===== config.mk =====
export PLATFORM = sky130hd
export DESIGN_NAME = mfp_ahb_loader_write_sequencer
export DESIGN_NICKNAME = d
export VERILOG_FILES = /design/src/rtl/mfp_ahb_loader_write_sequencer_pkg.sv /design/src/rtl/mfp_ahb_loader_word_fifo.sv /design/src/rtl/mfp_ahb_loader_write_sequencer.sv
export SDC_FILE = /design/constraint.sdc
export NUM_CORES = 1
export LEC_CHECK = 0
export CORE_ASPECT_RATIO = 1.5
export CORE_MARGIN = 5
export CORE_UTILIZATION = 52
export CTS_BUF_LIST = sky130_fd_sc_hd__clkbuf_8
export DETAILED_ROUTE_END_ITERATION = 10
export GPL_TIMING_DRIVEN = 0
export PLACE_DENSITY_LB_ADDON = 0.2
export SYNTH_ARGS = -nofsm -noshare
export SYNTH_HDL_FRONTEND = slang
export SYNTH_SLANG_ARGS = --single-unit
export TNS_END_PERCENT = 50

===== constraint.sdc =====
create_clock -name clock -period 12.2 [get_ports clock]
set_input_delay 3.66 -clock clock [delete_from_list [all_inputs] [get_ports clock]]
set_output_delay 3.66 -clock clock [all_outputs]
set_load 0.05 [all_outputs]

===== src/rtl/mfp_ahb_loader_write_sequencer_pkg.sv =====
// Shared definitions for the loader write sequencer.
// AHB-Lite encodings, the word FIFO entry layout, bus FSM state encodings
// and small lane helpers used by the packer and the bus side.
package mfp_ahb_loader_write_sequencer_pkg;

    // AHB-Lite encodings used by this master
    localparam logic [1:0] HTRANS_IDLE   = 2'b00;
    localparam logic [1:0] HTRANS_NONSEQ = 2'b10;
    localparam logic [2:0] HSIZE_1       = 3'b000;
    localparam logic [2:0] HSIZE_4       = 3'b010;
    localparam logic [2:0] HBURST_SINGLE = 3'b000;

    // FIFO entry layout: word address, packed data, byte-lane mask
    localparam int unsigned WORD_ADDR_W = 30;
    localparam int unsigned DATA_W      = 32;
    localparam int unsigned MASK_W      = 4;
    localparam int unsigned ENTRY_W     = WORD_ADDR_W + DATA_W + MASK_W;

    typedef struct packed {
        logic [WORD_ADDR_W-1:0] word_addr;
        logic [DATA_W-1:0]      data;
        logic [MASK_W-1:0]      mask;
    } fifo_entry_t;

    typedef enum logic [1:0] {
        BUS_IDLE = 2'd0,   // nothing on the bus
        BUS_ADDR = 2'd1,   // address phase only
        BUS_DATA = 2'd2,   // data phase, possibly with a pipelined address
        BUS_ERR  = 2'd3    // second cycle of an ERROR response
    } bus_state_e;

    // Lowest set lane of a byte mask (lane 3 if only bit 3 or none)
    function automatic logic [1:0] lowest_lane(input logic [3:0] m);
        if (m[0])      return 2'd0;
        else if (m[1]) return 2'd1;
        else if (m[2]) return 2'd2;
        else           return 2'd3;
    endfunction

    // 32-bit mask selecting byte lane 'lane' (little-endian)
    function automatic logic [31:0] lane_mask(input logic [1:0] lane);
        return 32'h0000_00FF << {lane, 3'b000};
    endfunction

endpackage


===== src/rtl/mfp_ahb_loader_word_fifo.sv =====
// Synchronous FIFO of committed words between the packer and the bus FSM.
// Ports: clock, reset (sync, active-high), push/push_data, pop,
//        full, empty, head (entry at the read pointer, valid when !empty).
module mfp_ahb_loader_word_fifo #(
    parameter int unsigned DEPTH = 4,
    parameter int unsigned WIDTH = 66
) (
    input  logic             clock,
    input  logic             reset,
    input  logic             push,
    input  logic [WIDTH-1:0] push_data,
    input  logic             pop,
    output logic             full,
    output logic             empty,
    output logic [WIDTH-1:0] head
);

    localparam int unsigned PTR_W = $clog2(DEPTH);
    localparam int unsigned CNT_W = PTR_W + 1;

    logic [CNT_W-1:0] wr_ptr_q, wr_ptr_d;
    logic [CNT_W-1:0] rd_ptr_q, rd_ptr_d;
    logic [WIDTH-1:0] mem_q [DEPTH];
    logic             do_push;
    logic             do_pop;

    // Extra pointer bit distinguishes full from empty
    always_comb begin
        empty    = (wr_ptr_q == rd_ptr_q);
        full     = (wr_ptr_q[PTR_W] != rd_ptr_q[PTR_W]) &&
                   (wr_ptr_q[PTR_W-1:0] == rd_ptr_q[PTR_W-1:0]);
        do_push  = push && !full;
        do_pop   = pop && !empty;
        wr_ptr_d = wr_ptr_q;
        rd_ptr_d = rd_ptr_q;
        if (do_push) wr_ptr_d = wr_ptr_q + CNT_W'(1);
        if (do_pop)  rd_ptr_d = rd_ptr_q + CNT_W'(1);
        head     = mem_q[rd_ptr_q[PTR_W-1:0]];
    end

    always_ff @(posedge clock) begin
        if (reset) begin
            wr_ptr_q <= '0;
            rd_ptr_q <= '0;
        end else begin
            wr_ptr_q <= wr_ptr_d;
            rd_ptr_q <= rd_ptr_d;
        end
    end

    // Storage needs no reset: entries are only read while the FIFO is non-empty
    always_ff @(posedge clock) begin
        if (do_push) mem_q[wr_ptr_q[PTR_W-1:0]] <= push_data;
    end

endmodule


===== src/rtl/mfp_ahb_loader_write_sequencer.sv =====
// Loader write sequencer: packs parser bytes into words and writes them
// over an AHB-Lite master port.
// Ports: clock/reset (sync, active-high); parser side write_address,
//        write_byte, write_enable, write_ready, flush; status busy, error;
//        AHB-Lite master HADDR..HWRITE out, HREADY/HRESP in.
module mfp_ahb_loader_write_sequencer
    import mfp_ahb_loader_write_sequencer_pkg::*;
#(
    parameter int unsigned FIFO_DEPTH     = 4,
    parameter int unsigned CLEAR_TOP_BITS = 3
) (
    input  logic        clock,
    input  logic        reset,
    input  logic [31:0] write_address,
    input  logic [7:0]  write_byte,
    input  logic        write_enable,
    output logic        write_ready,
    input  logic        flush,
    output logic        busy,
    output logic        error,
    output logic [31:0] HADDR,
    output logic [2:0]  HBURST,
    output logic        HMASTLOCK,
    output logic [3:0]  HPROT,
    output logic [2:0]  HSIZE,
    output logic [1:0]  HTRANS,
    output logic [31:0] HWDATA,
    output logic        HWRITE,
    input  logic        HREADY,
    input  logic        HRESP
);

    localparam logic [31:0] ADDR_KEEP = 32'hFFFF_FFFF >> CLEAR_TOP_BITS;

    // Packer state
    logic [29:0] pk_addr_q, pk_addr_d;
    logic [31:0] pk_data_q, pk_data_d;
    logic [3:0]  pk_mask_q, pk_mask_d;
    logic        flush_pend_q, flush_pend_d;

    // Bus side state
    bus_state_e  state_q, state_d;
    logic [3:0]  done_q, done_d;
    logic [31:0] hwdata_q, hwdata_d;
    logic        error_q, error_d;

    // FIFO interface
    fifo_entry_t push_entry;
    fifo_entry_t head_entry;
    logic        fifo_push;
    logic        fifo_pop;
    logic        fifo_full;
    logic        fifo_empty;

    // Packer decode
    logic [29:0] in_word;
    logic [1:0]  in_lane;
    logic [3:0]  lane_bit;
    logic        conflict;
    logic        flush_req;
    logic [31:0] merged_data;

    // Bus decode
    logic [3:0]  remaining;
    logic        full_word;
    logic [1:0]  cur_lane;
    logic        last_xfer;
    logic        addr_phase;
    logic        addr_accept;

    mfp_ahb_loader_word_fifo #(
        .DEPTH (FIFO_DEPTH),
        .WIDTH (ENTRY_W)
    ) u_fifo (
        .clock     (clock),
        .reset     (reset),
        .push      (fifo_push),
        .push_data (push_entry),
        .pop       (fifo_pop),
        .full      (fifo_full),
        .empty     (fifo_empty),
        .head      (head_entry)
    );

    // Packer: merge accepted bytes, decide when the current word commits
    always_comb begin
        in_word     = write_address[31:2];
        in_lane     = write_address[1:0];
        lane_bit    = 4'b0001 << in_lane;
        conflict    = write_enable && (pk_mask_q != 4'd0) &&
                      ((in_word != pk_addr_q) || ((pk_mask_q & lane_bit) != 4'd0));
        flush_req   = flush || flush_pend_q;
        merged_data = (pk_data_q & ~lane_mask(in_lane)) |
                      (32'(write_byte) << {in_lane, 3'b000});

        pk_addr_d    = pk_addr_q;
        pk_data_d    = pk_data_q;
        pk_mask_d    = pk_mask_q;
        flush_pend_d = 1'b0;
        fifo_push    = 1'b0;
        push_entry   = '{word_addr: pk_addr_q, data: pk_data_q, mask: pk_mask_q};
        write_ready  = 1'b1;

        if (conflict) begin
            // Old word leaves first; the parser holds the byte for one more cycle
            write_ready  = 1'b0;
            flush_pend_d = flush_req;
            if (!fifo_full) begin
                fifo_push = 1'b1;
                pk_mask_d = 4'd0;
            end
        end else if (write_enable) begin
            if ((in_lane == 2'd3) || flush_req) begin
                // Byte is packed and the word commits in the same cycle
                if (fifo_full) begin
                    write_ready  = 1'b0;
                    flush_pend_d = flush_req;
                end else begin
                    fifo_push  = 1'b1;
                    push_entry = '{word_addr: in_word, data: merged_data,
                                   mask: pk_mask_q | lane_bit};
                    pk_mask_d  = 4'd0;
                end
            end else begin
                pk_addr_d = in_word;
                pk_data_d = merged_data;
                pk_mask_d = pk_mask_q | lane_bit;
            end
        end else if (flush_req && (pk_mask_q != 4'd0)) begin
            write_ready = !fifo_full;
            if (fifo_full) begin
                flush_pend_d = 1'b1;
            end else begin
                fifo_push = 1'b1;
                pk_mask_d = 4'd0;
            end
        end
    end

    // Bus FSM state register
    always_ff @(posedge clock) begin
        if (reset) state_q <= BUS_IDLE;
        else       state_q <= state_d;
    end

    // Bus FSM next state
    always_comb begin
        state_d = state_q;
        unique case (state_q)
            BUS_IDLE: if (fifo_push || !fifo_empty) state_d = BUS_ADDR;
            BUS_ADDR: if (HREADY) state_d = BUS_DATA;
            BUS_DATA: begin
                if (!HREADY) begin
                    if (HRESP) state_d = BUS_ERR;
                end else if (addr_phase) begin
                    state_d = BUS_DATA;
                end else if (fifo_push) begin
                    state_d = BUS_ADDR;
                end else begin
                    state_d = BUS_IDLE;
                end
            end
            BUS_ERR: begin
                if (HREADY) state_d = (fifo_push || !fifo_empty) ? BUS_ADDR : BUS_IDLE;
            end
            default: state_d = BUS_IDLE;
        endcase
    end

    // Bus FSM outputs: address phase from FIFO head, data phase from hwdata_q
    always_comb begin
        remaining   = head_entry.mask & ~done_q;
        full_word   = (head_entry.mask == 4'hF);
        cur_lane    = full_word ? 2'd0 : lowest_lane(remaining);
        last_xfer   = full_word || ((remaining & (remaining - 4'd1)) == 4'd0);
        // ERR state drives IDLE, which cancels any pipelined address
        addr_phase  = (state_q == BUS_ADDR) || ((state_q == BUS_DATA) && !fifo_empty);
        addr_accept = addr_phase && HREADY;

        HTRANS    = addr_phase ? HTRANS_NONSEQ : HTRANS_IDLE;
        HWRITE    = addr_phase;
        HSIZE     = (addr_phase && !full_word) ? HSIZE_1 : HSIZE_4;
        HADDR     = addr_phase ? ({head_entry.word_addr, cur_lane} & ADDR_KEEP) : 32'd0;
        HBURST    = HBURST_SINGLE;
        HMASTLOCK = 1'b0;
        HPROT     = 4'd0;
        HWDATA    = hwdata_q;
        error     = error_q;
        busy      = (pk_mask_q != 4'd0) || !fifo_empty || (state_q != BUS_IDLE);

        hwdata_d = hwdata_q;
        done_d   = done_q;
        fifo_pop = 1'b0;
        if (addr_accept) begin
            hwdata_d = full_word ? head_entry.data
                                 : (head_entry.data & lane_mask(cur_lane));
            done_d   = last_xfer ? 4'd0 : (done_q | (4'b0001 << cur_lane));
            fifo_pop = last_xfer;
        end
        error_d = error_q || ((state_q == BUS_DATA) && !HREADY && HRESP);
    end

    // Datapath registers
    always_ff @(posedge clock) begin
        if (reset) begin
            pk_addr_q    <= '0;
            pk_data_q    <= '0;
            pk_mask_q    <= '0;
            flush_pend_q <= 1'b0;
            done_q       <= '0;
            hwdata_q     <= '0;
            error_q      <= 1'b0;
        end else begin
            pk_addr_q    <= pk_addr_d;
            pk_data_q    <= pk_data_d;
            pk_mask_q    <= pk_mask_d;
            flush_pend_q <= flush_pend_d;
            done_q       <= done_d;
            hwdata_q     <= hwdata_d;
            error_q      <= error_d;
        end
    end

endmodule


==> results.tsv <==
stage	metric	value	unit
logic_synthesis	synth_warnings	0	
cells_and_area	nets	1268	
worst_setup_path	reg2reg_from	pk_mask_q[2]	
die	die_h	219	um
global_routing	grt_overflow	0	
sta	setup_viol	0	
worst_setup_path	critPathMaxFanout	10	
worst_setup_path	crit_type	input pin to output port	
clock_tree	ctsHoldBuffers	0	
routing	finalWirelength	36200	um
sta	fin_setup_tns	0	ns
clock_tree	clk_pin_slew	0.06	ns
sta	hold_violations	0	
min_path	hold_depth	2	
placed_design	dp_slack	1.44	ns
sta	fin_hold_ws	0.453	ns
logic_synthesis	synth_top_cell_area_share	49.7	%
die	rows	76	
logic_synthesis	syn_area	0.0152	mm2
logic_synthesis	synth_seq_area_share	64.7	%
routing	vias_per_cell	5.77	
global_routing	grt_pass1_vias	9837	
cells_and_area	final_cell_area	0.0179	mm2
clock_tree	clock_latency	0.59	ns
cells_and_area	layout_commonest_cell	edfxtp_1	
clock_tree	htreeDepth	2	
pwr	p_per_area	144	mW/mm2
worst_setup_path	r2r-end	u_fifo.mem_q[3][50]	
worst_setup_path	worstSetupEndpointType	output port	
sta	finalCriticalPeriod	10.80	ns
outcome	outcome	completed	
logic_synthesis	synth-edff-count	252	
pwr	p_leak	0.00617	uW
clock_tree	root_buffer	clkbuf_8	
routing	drc_errors	0	
sta	tightest_slew	1.17	ns
cells_and_area	fill_cells	2225	
placed_design	numPortBuffers	108	
die	dieArea	0.0329	mm2
cells_and_area	layout-drive-gt1-share	17.6	%
die	die_w	150	um
clock_tree	clock-sinks	366	
placed_design	gp_congestion	0.837	
sta	slew_headroom	21.7	%
clock_tree	cts_tree	done	
worst_setup_path	cp-start-kind	input pin	
clock_tree	cts_buffers	53	
placed_design	placed_area	0.0170	mm2
logic_synthesis	avgSynthCellArea	14.8	um2
routing	wl_per_cell	22.0	um
logic_synthesis	async_reset_ff_share	0	%
sta	fmax	0.0926	GHz
worst_setup_path	cp.required	8.54	ns
routing	firstDrtPassIters	5	
cells_and_area	syn2layout_area_growth	17.8	%
worst_setup_path	slowest_delay	0.88	ns
min_path	min_to	HWDATA[31]	
logic_synthesis	synthCells	1031	
worst_setup_path	worstPathCellList	clkdlybuf4s50_1 -> xnor2_1 -> nand4_1 -> or4_4 -> o31a_1 -> buf_2 -> buf_2 -> a22oi_1 -> clkdlybuf4s50_1	
sta	clock_skew	0.0163	ns
logic_synthesis	synthFlopType	edfxtp_1	
worst_setup_path	critPathArrivalTime	7.14	ns
routing	num_vias	9509	
placed_design	dp.cells	1552	
die	coreArea	0.0288	mm2
cells_and_area	layout_common_cells	252 x edfxtp_1, 114 x dfxtp_1, 108 x clkdlybuf4s50_1	
min_path	worstHoldStart	HWDATA[31]	
worst_setup_path	cp_num_buf_inv	4	
die	ios	127	
clock_tree	cts_setup_buffers	0	
logic_synthesis	yosys.area.top_type	edfxtp_1	
die	initial_core_util	52.8	%
logic_synthesis	ys_seq_elements	366	
global_routing	grt_max_degree	54	
worst_setup_path	r2r_setup_slack	9.08	ns
worst_setup_path	ff2ff_path_depth	7	
logic_synthesis	synthDistinctLibCells	53	
global_routing	grt_antenna_before_repair	0	
sta	slew_viol_final	0	
placed_design	dp_hpwl	24900	um
worst_setup_path	crit_path_top_delay_cell	clkdlybuf4s50_1	
routing	ant_nets	0	
min_path	hold_class	register to register	
global_routing	grt_pass1_wl	55800	um
logic_synthesis	synth_area_leaders	edfxtp_1 50%, dfxtp_1 15%, mux4_2 9.5%	
sta	fin_crit_sh	88.5	%
pwr	ir_drop	0.0893	mV
run	cap_violations	0	
clock_tree	cts_max_path_buffers	3	
clock_tree	cts_resized	0	
sta	grt_setup_unrepaired	false	
routing	drt-initial-drc-count	618	
sta	fin_ws	1.40	ns
cells_and_area	fin_cells	1648	
worst_setup_path	critPathTopFamily	buffers and inverters	
cells_and_area	antenna_cells	0	
global_routing	grt_use_total	22.3	%
==> flip-flops by register name (all words and copies together) (netlist names), named ones only <==
| signal | cells |
|---|---|
| flush_pend_q | 1 |
| done_q | 4 |
| u_fifo.rd_ptr_q | 3 |
| HWDATA | 32 |
| u_fifo.wr_ptr_q | 3 |
| pk_mask_q | 4 |
| state_q | 2 |
| u_fifo.mem_q | 252 |
| pk_data_q | 32 |
| pk_addr_q | 30 |
| error | 1 |
==> per-stage QoR <==
step           total power, uW  util (%)
2_1_floorplan             1630         -
3_5_place_dp              1750      59.0
6_report                  2570      62.2
3_3_place_gp              1740      58.4
4_1_cts                   2600      62.2
5_1_grt                   2670      62.2
==> worst reg2reg max path, stage by stage, from the launching register on <==
cell and delay, ns:
dfxtp_1 0.34, mux4_2 0.48, or4_4 0.59, o31ai_4 0.38
and3_1 0.21, buf_4 0.19, buf_6 0.18, mux2_1 0.44
==> where the power goes <==
part / total [uW] / switching [uW] / internal [uW]
registers: 1380 / 14.2 / 1370
clock network: 854 / 444 / 410
logic: 335 / 219 / 116
==> worst max path at each step <==
stage                            from                 end  slack, ns  cells past startpoint
finish              write_address[11]         write_ready       1.40                      9
detailed placement  write_address[11]         write_ready       1.44                      9
CTS                 write_address[11]         write_ready       1.43                      9
floorplan            write_address[1]  u_fifo.wr_ptr_q[2]       2.07                      7
global placement                flush  u_fifo.wr_ptr_q[2]      -2.82                      8
global route        write_address[11]         write_ready       1.35                      9
==> kinds of logic (layout without fill, tap and decap cells) <==
group	after synthesis	after routing	synth area share [%]
buf+inv	105	319	3.20
mux	129	129	14.3
fa+ha+maj	6	6	0.477
xor+xnor	34	34	1.96
flops	366	366	64.7
simple gates	212	212	7.79
compound gates	178	178	7.55
other cells	1	14	0.0246
==> metal layers <==
| layer | track usage, % | part of all wire [%] | vias up |
|---|---|---|---|
| met5 | 0 | 0 | - |
| met4 | 9.22 | 4.1 | 0 |
| met3 | 3.46 | 5.0 | 82 |
| met2 | 40.6 | 53 | 329 |
| met1 | 26.2 | 38 | 4736 |
| li1 | - | - | 4362 |
==> final cells by class <==
class	count	area [um2]	share of cell area, %
plain buffers	90	430	2.40
inverters	15	56.3	0.314
repair buffers	118	1240	6.93
clock inverters	42	168	0.936
flip-flops and latches	366	9850	55.0
multi-input cells	573	4940	27.6
clock buffers	54	743	4.15
well taps	390	488	2.72
==> Yosys cell counts, drive strengths merged, types with 7 or more instances <==
master  count
a22oi      26
inv        14
nor2b      42
nand4      57
nand3       7
a21oi      67
xnor2      11
mux2       63
nand2      20
clkbuf     48
dfxtp     114
edfxtp    252
buf        42
nor2       45
xor2       23
mux4       64
o31ai      55
o21ai      17
nor4        7
(Power assumes the default switching activity.)
